[config.mk]
export PLATFORM = sky130hd
export DESIGN_NAME = l2_port_arbiter
export DESIGN_NICKNAME = d
export VERILOG_FILES = /design/src/rtl/mem_pkg.sv /design/src/rtl/rr_picker.sv /design/src/rtl/l2_port_arbiter.sv
export SDC_FILE = /design/constraint.sdc
export NUM_CORES = 2
export LEC_CHECK = 0
export ABC_AREA = 0
export CORE_AREA = 2 2 772 774
export DETAILED_ROUTE_END_ITERATION = 10
export DIE_AREA = 0 0 774 776
export DONT_BUFFER_PORTS = 1
export GPL_ROUTABILITY_DRIVEN = 1
export GPL_TIMING_DRIVEN = 0
export HOLD_SLACK_MARGIN = 0.15
export SYNTH_ARGS = -nofsm -noshare
export SYNTH_HDL_FRONTEND = slang
export SYNTH_SLANG_ARGS = --single-unit
[constraint.sdc]
create_clock -name clk -period 4.9 [get_ports clk]
set_input_delay 1.225 -clock clk [delete_from_list [all_inputs] [get_ports clk]]
set_output_delay 1.225 -clock clk [all_outputs]
set_load 0.01 [all_outputs]
[src/rtl/mem_pkg.sv]
// Shared types and defaults for the L2 port arbiter.
package mem_pkg;

    localparam int DEFAULT_ADDR_W = 32;
    localparam int DEFAULT_LINE_W = 256;

    typedef enum logic [1:0] {
        IDLE = 2'd0,
        BUSY = 2'd1,
        RESP = 2'd2
    } arb_state_t;

    // Width of a channel index; a single channel still gets one bit.
    function automatic int idx_w(input int n);
        return (n > 1) ? $clog2(n) : 1;
    endfunction

endpackage

[src/rtl/rr_picker.sv]
// Combinational round-robin picker: first set request at or after ptr, wrapping.
module rr_picker
    import mem_pkg::*;
#(
    parameter int NUM_REQ = 4,
    parameter int IDX_W   = idx_w(NUM_REQ)
) (
    input  logic [NUM_REQ-1:0] req,
    input  logic [IDX_W-1:0]   ptr,
    output logic [IDX_W-1:0]   grant,
    output logic               any
);

    int               idx;
    logic [IDX_W-1:0] sel;

    // Scan channels starting at ptr; the first requester found wins.
    always_comb begin
        grant = '0;
        any   = 1'b0;
        idx   = 0;
        sel   = '0;
        // NOTE: blocking assignments here so each loop iteration sees 'any' as updated by the previous one.
        for (int i = 0; i < NUM_REQ; i++) begin
            idx = int'(ptr) + i;
            if (idx >= NUM_REQ) idx = idx - NUM_REQ;
            sel = IDX_W'(idx);
            if (!any && req[sel]) begin
                any   = 1'b1;
                grant = sel;
            end
        end
    end

endmodule

[src/rtl/l2_port_arbiter.sv]
// Round-robin arbiter giving NUM_REQ requesters one-at-a-time access to an L2 port.
// Optional watchdog enabled by defining MEM_ARB_TIMEOUT_EN.
module l2_port_arbiter
    import mem_pkg::*;
#(
    parameter int NUM_REQ        = 4,
    parameter int ADDR_W         = DEFAULT_ADDR_W,
    parameter int LINE_W         = DEFAULT_LINE_W,
    parameter int TIMEOUT_CYCLES = 64
) (
    input  logic                      clk,
    input  logic                      reset,
    input  logic [NUM_REQ-1:0]        req_valid,
    input  logic [NUM_REQ*ADDR_W-1:0] req_addr,
    input  logic [NUM_REQ-1:0]        req_write_en,
    input  logic [NUM_REQ*LINE_W-1:0] req_write_data,
    output logic [NUM_REQ-1:0]        resp_done,
    output logic [NUM_REQ-1:0]        resp_fault,
    output logic [LINE_W-1:0]         resp_data,
    output logic [idx_w(NUM_REQ)-1:0] grant_id,
    output logic [ADDR_W-1:0]         l2_addr,
    output logic                      l2_request,
    output logic                      l2_write_en,
    output logic [LINE_W-1:0]         l2_write_data,
    input  logic [LINE_W-1:0]         l2_data,
    input  logic                      l2_done
);

    localparam int IDX_W = idx_w(NUM_REQ);

    if (NUM_REQ < 1 || NUM_REQ > 8 || TIMEOUT_CYCLES < 1) begin : g_param_check
        $error("l2_port_arbiter: NUM_REQ must be 1..8 and TIMEOUT_CYCLES >= 1");
    end

    arb_state_t          state_q, state_d;
    logic [IDX_W-1:0]    rr_ptr_q, rr_ptr_d;
    logic [IDX_W-1:0]    grant_id_q, grant_id_d;
    logic                l2_request_q, l2_request_d;
    logic                l2_write_en_q, l2_write_en_d;
    logic [ADDR_W-1:0]   l2_addr_q, l2_addr_d;
    logic [LINE_W-1:0]   l2_write_data_q, l2_write_data_d;
    logic [NUM_REQ-1:0]  resp_done_q, resp_done_d;
    logic [LINE_W-1:0]   resp_data_q, resp_data_d;

    logic [IDX_W-1:0]    pick_idx;
    logic                pick_any;
    logic [IDX_W-1:0]    next_ptr;
    logic [NUM_REQ-1:0]  grant_mask;

`ifdef MEM_ARB_TIMEOUT_EN
    localparam int WD_W = $clog2(TIMEOUT_CYCLES + 1);
    logic [WD_W-1:0]     wd_q, wd_d;
    logic [NUM_REQ-1:0]  resp_fault_q, resp_fault_d;
`endif

    rr_picker #(
        .NUM_REQ (NUM_REQ),
        .IDX_W   (IDX_W)
    ) u_rr_picker (
        .req   (req_valid),
        .ptr   (rr_ptr_q),
        .grant (pick_idx),
        .any   (pick_any)
    );

    // Pointer after the current owner, wrapping; stays 0 with a single channel.
    assign next_ptr   = (int'(grant_id_q) == NUM_REQ - 1) ? '0 : grant_id_q + IDX_W'(1);
    assign grant_mask = NUM_REQ'(1) << grant_id_q;

    // Next-state and registered-output computation for the IDLE/BUSY/RESP sequence.
    always_comb begin
        // NOTE: every _d gets a default first so no path leaves it unassigned (no latches).
        state_d         = state_q;
        rr_ptr_d        = rr_ptr_q;
        grant_id_d      = grant_id_q;
        l2_request_d    = l2_request_q;
        l2_write_en_d   = l2_write_en_q;
        l2_addr_d       = l2_addr_q;
        l2_write_data_d = l2_write_data_q;
        resp_done_d     = '0;
        resp_data_d     = resp_data_q;
`ifdef MEM_ARB_TIMEOUT_EN
        wd_d            = wd_q;
        resp_fault_d    = '0;
`endif
        unique case (state_q)
            IDLE: begin
                if (pick_any) begin
                    state_d         = BUSY;
                    grant_id_d      = pick_idx;
                    l2_request_d    = 1'b1;
                    l2_write_en_d   = req_write_en[pick_idx];
                    l2_addr_d       = req_addr[int'(pick_idx)*ADDR_W +: ADDR_W];
                    l2_write_data_d = req_write_data[int'(pick_idx)*LINE_W +: LINE_W];
`ifdef MEM_ARB_TIMEOUT_EN
                    wd_d            = '0;
`endif
                end
            end
            BUSY: begin
                if (l2_done) begin
                    state_d       = RESP;
                    l2_request_d  = 1'b0;
                    l2_write_en_d = 1'b0;
                    resp_done_d   = grant_mask;
                    resp_data_d   = l2_data;
                    rr_ptr_d      = next_ptr;
                end
`ifdef MEM_ARB_TIMEOUT_EN
                else if (wd_q == WD_W'(TIMEOUT_CYCLES - 1)) begin
                    state_d       = RESP;
                    l2_request_d  = 1'b0;
                    l2_write_en_d = 1'b0;
                    resp_done_d   = grant_mask;
                    resp_fault_d  = grant_mask;
                    resp_data_d   = '0;
                    rr_ptr_d      = next_ptr;
                end else begin
                    wd_d = wd_q + WD_W'(1);
                end
`endif
            end
            RESP: begin
                // Requests are not sampled here; the next grant happens from IDLE.
                state_d = IDLE;
            end
            default: state_d = IDLE;
        endcase
    end

    // State and output registers with synchronous reset.
    always_ff @(posedge clk) begin
        // NOTE: non-blocking assignments so every flop updates from pre-edge values.
        if (reset) begin
            state_q         <= IDLE;
            rr_ptr_q        <= '0;
            grant_id_q      <= '0;
            l2_request_q    <= 1'b0;
            l2_write_en_q   <= 1'b0;
            l2_addr_q       <= '0;
            l2_write_data_q <= '0;
            resp_done_q     <= '0;
            resp_data_q     <= '0;
`ifdef MEM_ARB_TIMEOUT_EN
            wd_q            <= '0;
            resp_fault_q    <= '0;
`endif
        end else begin
            state_q         <= state_d;
            rr_ptr_q        <= rr_ptr_d;
            grant_id_q      <= grant_id_d;
            l2_request_q    <= l2_request_d;
            l2_write_en_q   <= l2_write_en_d;
            l2_addr_q       <= l2_addr_d;
            l2_write_data_q <= l2_write_data_d;
            resp_done_q     <= resp_done_d;
            resp_data_q     <= resp_data_d;
`ifdef MEM_ARB_TIMEOUT_EN
            wd_q            <= wd_d;
            resp_fault_q    <= resp_fault_d;
`endif
        end
    end

    assign resp_done     = resp_done_q;
    assign resp_data     = resp_data_q;
    assign grant_id      = grant_id_q;
    assign l2_addr       = l2_addr_q;
    assign l2_request    = l2_request_q;
    assign l2_write_en   = l2_write_en_q;
    assign l2_write_data = l2_write_data_q;
`ifdef MEM_ARB_TIMEOUT_EN
    assign resp_fault    = resp_fault_q;
`else
    assign resp_fault    = '0;
`endif

endmodule

**After elaboration in Yosys (flattened, before gate mapping)**

Index checks and enable logic that the tools add are counted.

- Flip-flop bits (word level): 556

- $add $sub $neg: 8
- Magnitude comparators: 9
- Eq/ne operators: 4
- Shift operators: 3
- Mux-type cells: 31
- Bitwise gates (word level): 2
- Reductions and logical operators: 13

Operators with widths:

| operator | count |
|---|---|
| variable part select 1024 x 11 -> 256 bit | 1 |
| variable part select 128 x 8 -> 32 bit | 1 |
| 2-to-1 mux 2 bit | 11 |
| less-than comparator 2 x 3 -> 1 bit, second input constant | 5 |
| 2-to-1 mux 1 bit | 12 |
| binary-select mux 1 bit (select 2 bit) | 5 |
| greater-or-equal comparator 3 bit, second input constant | 3 |
| subtractor 2 x 1 -> 2 bit, second input constant | 4 |
| adder 2 x 2 -> 3 bit, second input constant | 2 |
| AND reduction 2 bit | 3 |
| == test 2 x 1 -> 1 bit, second input constant | 2 |
| inequality test 2 bit, second input constant | 2 |
| one-hot mux 1 bit (2 select lines) | 2 |
| one-hot mux 2 bit (2 select lines) | 1 |
| left shift 1 x 2 -> 4 bit, first input constant | 1 |
| adder 2 x 1 -> 3 bit, second input constant | 1 |
| greater-or-equal comparator 2 x 3 -> 1 bit, second input constant | 1 |
| logical AND 1 bit | 3 |
| logical NOT 1 bit | 3 |
| AND reduction 3 bit | 1 |
| OR reduction 3 bit | 1 |
| adder 2 x 1 -> 2 bit, second input constant | 1 |
| logical NOT 2 bit | 1 |
| NOT 1 bit | 2 |
| nonzero test 2 bit | 1 |

**Longest topological paths before layout**

- Word-level depth: 18
- Gate-level depth with buffers: 9

**By module**

A second synthesis with hierarchy kept.

- Cell total of the unflattened synthesis: 2165
- Area, all modules: 24741.2 sq um

Modules (own cells, without submodules):

| module | times used | cells an instance | area each (sq um) | seq. area each (sq um) |
|---|---|---|---|---|
| l2_port_arbiter | 1 | 2150 | 24663.7 | 11130.7 |
| rr_picker | 1 | 15 | 77.6 | 0.0 |

**Worst setup path after synthesis**

Ideal clock, no wire load.

- Kind: input-to-reg
- From: input port req_valid[1]
- To: register l2_write_data_q[212] (netlist: l2_write_data[212])
- Setup time: 0.133 ns
- Arrival time: 2.519 ns
- Required time: 4.767 ns
- Path slack: 2.248 ns
- Stages on the path: 8
- Path buffers: 3
- Path through: nor4_1 -> or3_1 -> buf_4 -> nor2_4 -> nand2_2 -> buf_1 -> buf_2 -> o221ai_1

- Word-level cells in the longest chain between the ends: 13

RTL lines:

| element | RTL line | source |
|---|---|---|
| start: declaration | l2_port_arbiter.sv:13 | `input logic [NUM_REQ-1:0] req_valid,` |
| binary-select mux 1 bit (select 2 bit) | rr_picker.sv:28 | `if (!any && req[sel]) begin` |
| 2-to-1 mux 1 bit (implied by the code) | rr_picker.sv:28 |  |
| 2-to-1 mux 1 bit | rr_picker.sv:28 |  |
| logical NOT 1 bit | rr_picker.sv:28 |  |
| logical AND 1 bit | rr_picker.sv:28 |  |
| 2-to-1 mux 1 bit | rr_picker.sv:28 |  |
| logical NOT 1 bit | rr_picker.sv:28 |  |
| logical AND 1 bit | rr_picker.sv:28 |  |
| 2-to-1 mux 1 bit | rr_picker.sv:28 |  |
| logical NOT 1 bit | rr_picker.sv:28 |  |
| logical AND 1 bit | rr_picker.sv:28 |  |
| 2-to-1 mux 2 bit or 2-to-1 mux 1 bit (tied branches) | rr_picker.sv:28 |  |
| variable part select 1024 x 11 -> 256 bit or AND reduction 2 bit (tied branches) | n/a |  |
| end signal: assignment | l2_port_arbiter.sv:155 | `l2_write_data_q <= l2_write_data_d;` |
| end: declaration | l2_port_arbiter.sv:41 | `logic [LINE_W-1:0] l2_write_data_q, l2_write_data_d;` |

Parallel ways exist; a longest one is shown, timed or not. The select of a mux whose other input is x is not followed.
A chain may end at the register's enable or synchronous reset.

**Final worst setup path**

- From: register rr_ptr_q[1]
- To: register l2_write_data_q[43] (netlist: l2_write_data[43])

- Word-level cells in the longest chain between the ends: 15

RTL lines:

| element | RTL line | source |
|---|---|---|
| start: declaration | l2_port_arbiter.sv:36 | `logic [IDX_W-1:0] rr_ptr_q, rr_ptr_d;` |
| start signal: assignment | l2_port_arbiter.sv:150 | `rr_ptr_q <= rr_ptr_d;` |
| branches (longest 15 deep; another with adder 2 x 1 -> 3 bit) | n/a |  |

Several ways; the timed one is not identified. The select of a mux whose other input is x is not followed.

==> results.md <==
* Outcome: finished with violations
* Violations in the final reports: capacitance limit, slew limit
* WL per Instance at 43.0 um
* Initial Utilization at 0.0424
* Placed cell area at 35700 um^2
* Die height at 776 um
* Post-synth ARST share at 0
* Vias in the first global route at 25757
* Fin crit share at 0.868
* CP endpoint: l2_write_data[43]$_SDFFE_PP0P_
* Number of synthesized flops with an enable pin at 0
* Vias/cell at 2.63
* Largest net degree at the start of global routing at 14
* Count of final setup violators at 0
* First-pass GRT wire length at 528000 um
* Setup ws final at 0.645 ns
* Worst-Skew Late Latency at 0.89 ns
* DRT Pass-1 Iters at 5
* Required @ worst endpoint at 5.67 ns
* Hold Crit Class: reg -> reg
* Rel. slew slack at -0.162
* Mapped cell area at 25100 um^2
* Iteration-0 DRC Markers at 3117
* # DRC at 0
* I/O Buffers at 0
* Sequential power share at 0.381
* Die area at 601000 um^2
* Combinational share of power at 0.174
* Max Root-Sink Buffers at 4
* Setup CP Type: reg -> reg
* Synth unique cells at 32
* Max-cap violations at 7
* Main flop type after synthesis: dfxtp_1
* Setup WS pre-CTS at -1.38 ns
* Worst reg2reg path endpoint: l2_write_data[43]$_SDFFE_PP0P_
* Sequential share of the synthesized area at 0.443
* Final Cell Area at 39200 um^2
* Total congestion overflow at 0
* Clock tree root driver cell: clkbuf_16
* CTS tree: done
* Clock Power Share at 0.445
* Synth Area in Adders at 0.000498
* Initial antenna violation count at 516
* Layout Nets at 4337
* Syn. warnings at 0
* Arr. time, crit path at 5.02 ns
* Share of cells above drive strength 1 at 0.128
* Area delta synth->final at 56.2%
* CP endpoint kind: flip-flop
* Mux cell area share after synthesis at 0.231
* # resized after CTS at 4
* DRT Wirelength at 472000 um
* Postcts setup bufs at 0
* Placeable Area at 592000 um^2
* Switching share of total power at 0.389
* Hold buffer count at cts at 0
* Main combinational cell family by area after synthesis: multiplexers
* GP Congestion at 1.19
* Int Pwr at 9.75 mW
* Die X at 774 um
* Worst R2R Setup Slack at 0.64 ns
* Reg clk slew, reported paths at 0.06 ns
* XOR/XNOR share of the synthesized area at 0
* Syn Area/Cell at 9.05 um^2
* Num CTS Buffers at 89
* Maximum VDD drop at 274 uV
* Max Clock Skew at 0.0883 ns
* CTS sink cnt at 556
* Slew @ Worst Pin at 1.69 ns
* Pleak at 13.0 nW
* Final Hold Viols at 0
* Via count at 28870
* Critical path origin: rr_ptr_q[1]$_SDFFE_PP0P_
* Rows at 283
* Post-route ant nets at 0
* Compound-Gate Fraction of Synth Area at 0.155
* Leading cell type in the layout, fill and taps excluded: nand2_1
* Worst Setup Start Kind: flip-flop
* NetSw at 6.20 mW
* Cells after synthesis at 2775
* Reg2Reg Depth at 7
* Pwr dens at 407 nW/um^2
* Critical R2R Launch: rr_ptr_q[1]$_SDFFE_PP0P_
* Simple-Gate Fraction of Synth Area at 0.125
* Max stage delay cell, worst path: nand2_2
* # IOs at 1975
* Htree depth at 3
* Critical Path Max Stage Delay at 0.93 ns
* Slew Limit Fails at 8
* Seq cells post-synth at 556
* Gr usage total at 0.150
* Crit-path cells: a21oi_1, o21ai_0, a2bb2oi_1, nand2_2, buf_2, clkbuf_1, o221ai_1
* Commonest cells after routing, fill and taps aside: nand2_1 (806), dfxtp_1 (555), mux2i_1 (528)
* Unrepaired setup endpoints after global routing: no
* Period minus WS final at 4.26 ns
* FMAX at 235 MHz
* Post-DP HPWL at 431000 um
* Worst-path maximum fanout at 11
metrics by stage:
step,TNS (ns),hold slack [ns],power [mW],utilization,cells
final,0,0.469,16.0,0.0662,10975
after global routing,0,0.441,16.5,0.0658,10872
after CTS,0,0.376,16.4,0.0654,10817
after detailed placement,-56.52,0.465,9.02,0.0603,10659
after global placement,-410.57,0.461,8.91,0.0590,10615
after floorplan,0,0.431,6.67,-,2778
worst min-delay path by stage:
stage,cells past startpoint,from,end,slack (ns)
final,1,state_q[1]$_SDFFE_PP0P_,state_q[0]$_SDFFE_PP0P_,0.47
after global routing,1,l2_done,state_q[0]$_SDFFE_PP0P_,0.44
after CTS,1,l2_done,state_q[0]$_SDFFE_PP0P_,0.38
after detailed placement,1,state_q[1]$_SDFFE_PP0P_,state_q[0]$_SDFFE_PP0P_,0.46
after global placement,1,state_q[1]$_SDFFE_PP0P_,state_q[0]$_SDFFE_PP0P_,0.46
after floorplan,1,state_q[1]$_SDFFE_PP0P_,state_q[0]$_SDFFE_PP0P_,0.43
critical path: cells and delay by family (launching register included):
family | cells | cell delay (ns)
DFF | 1 | 0.46
AOI/OAI and AO/OA | 4 | 1.55
buffers and inverters | 2 | 1.15
and+or+nand+nor | 1 | 0.93
cell type report:
| type | instances | area [um^2] |
|---|---|---|
| diodes | 153 | 383 |
| multi-input cells | 1966 | 13100 |
| fillers | 69552 | 553000 |
| flip-flops and latches | 556 | 11100 |
| clock inverters | 49 | 579 |
| clock buffers | 110 | 2430 |
| repair buffers | 49 | 656 |
| well taps | 7837 | 9810 |
| inverters | 4 | 15.0 |
| plain buffers | 251 | 1140 |
per-layer routing:
metal	routed length (um)	track usage
met1	182000	0.166
met3	69400	0.104
met4	25300	0.0632
met5	2190	0
met2	193000	0.220
synthesized netlist by cell type (2+ instances only):
library cell,number,share of area
clkbuf_1,127,0.019
mux2i_1,579,0.23
o221ai_1,289,0.10
buf_4,7,0.0021
nor2b_1,2,0.00050
inv_1,3,0.00045
nor4_1,2,0.00050
buf_2,110,0.022
a221oi_1,2,0.00070
nor2_1,6,0.00090
a21oi_1,261,0.052
buf_1,5,0.00075
nand2_1,806,0.12
dfxtp_1,556,0.44
buf_6,3,0.0013
registers in the layout, indices dropped and copies added, names as in the netlist:
signal and flops:
resp_data 256, l2_request 1, state_q 2, l2_addr 32, l2_write_data 256, rr_ptr_q 2, resp_done 4, grant_id 2
l2_write_en 1
power by group through the flow:
stage | sequential [mW] | clock [mW] | combinational [mW]
2_1_floorplan | 5.41 | 0 | 1.26
3_3_place_gp | 6.21 | 0 | 2.70
3_5_place_dp | 6.20 | 0 | 2.82
4_1_cts | 6.11 | 7.45 | 2.83
5_1_grt | 6.11 | 7.48 | 2.91
6_report | 6.08 | 7.10 | 2.77
cells by family (layout without fill, tap and decap cells):
family | Yosys count | count (layout)
and+or+nand+nor | 825 | 825
muxes | 579 | 579
AOI/OAI and AO/OA | 557 | 557
DFF | 556 | 556
buffers and inverters | 256 | 463
adders and majority gates | 1 | 1
other | 1 | 157
Note: power is estimated with default switching activity, not from simulation.
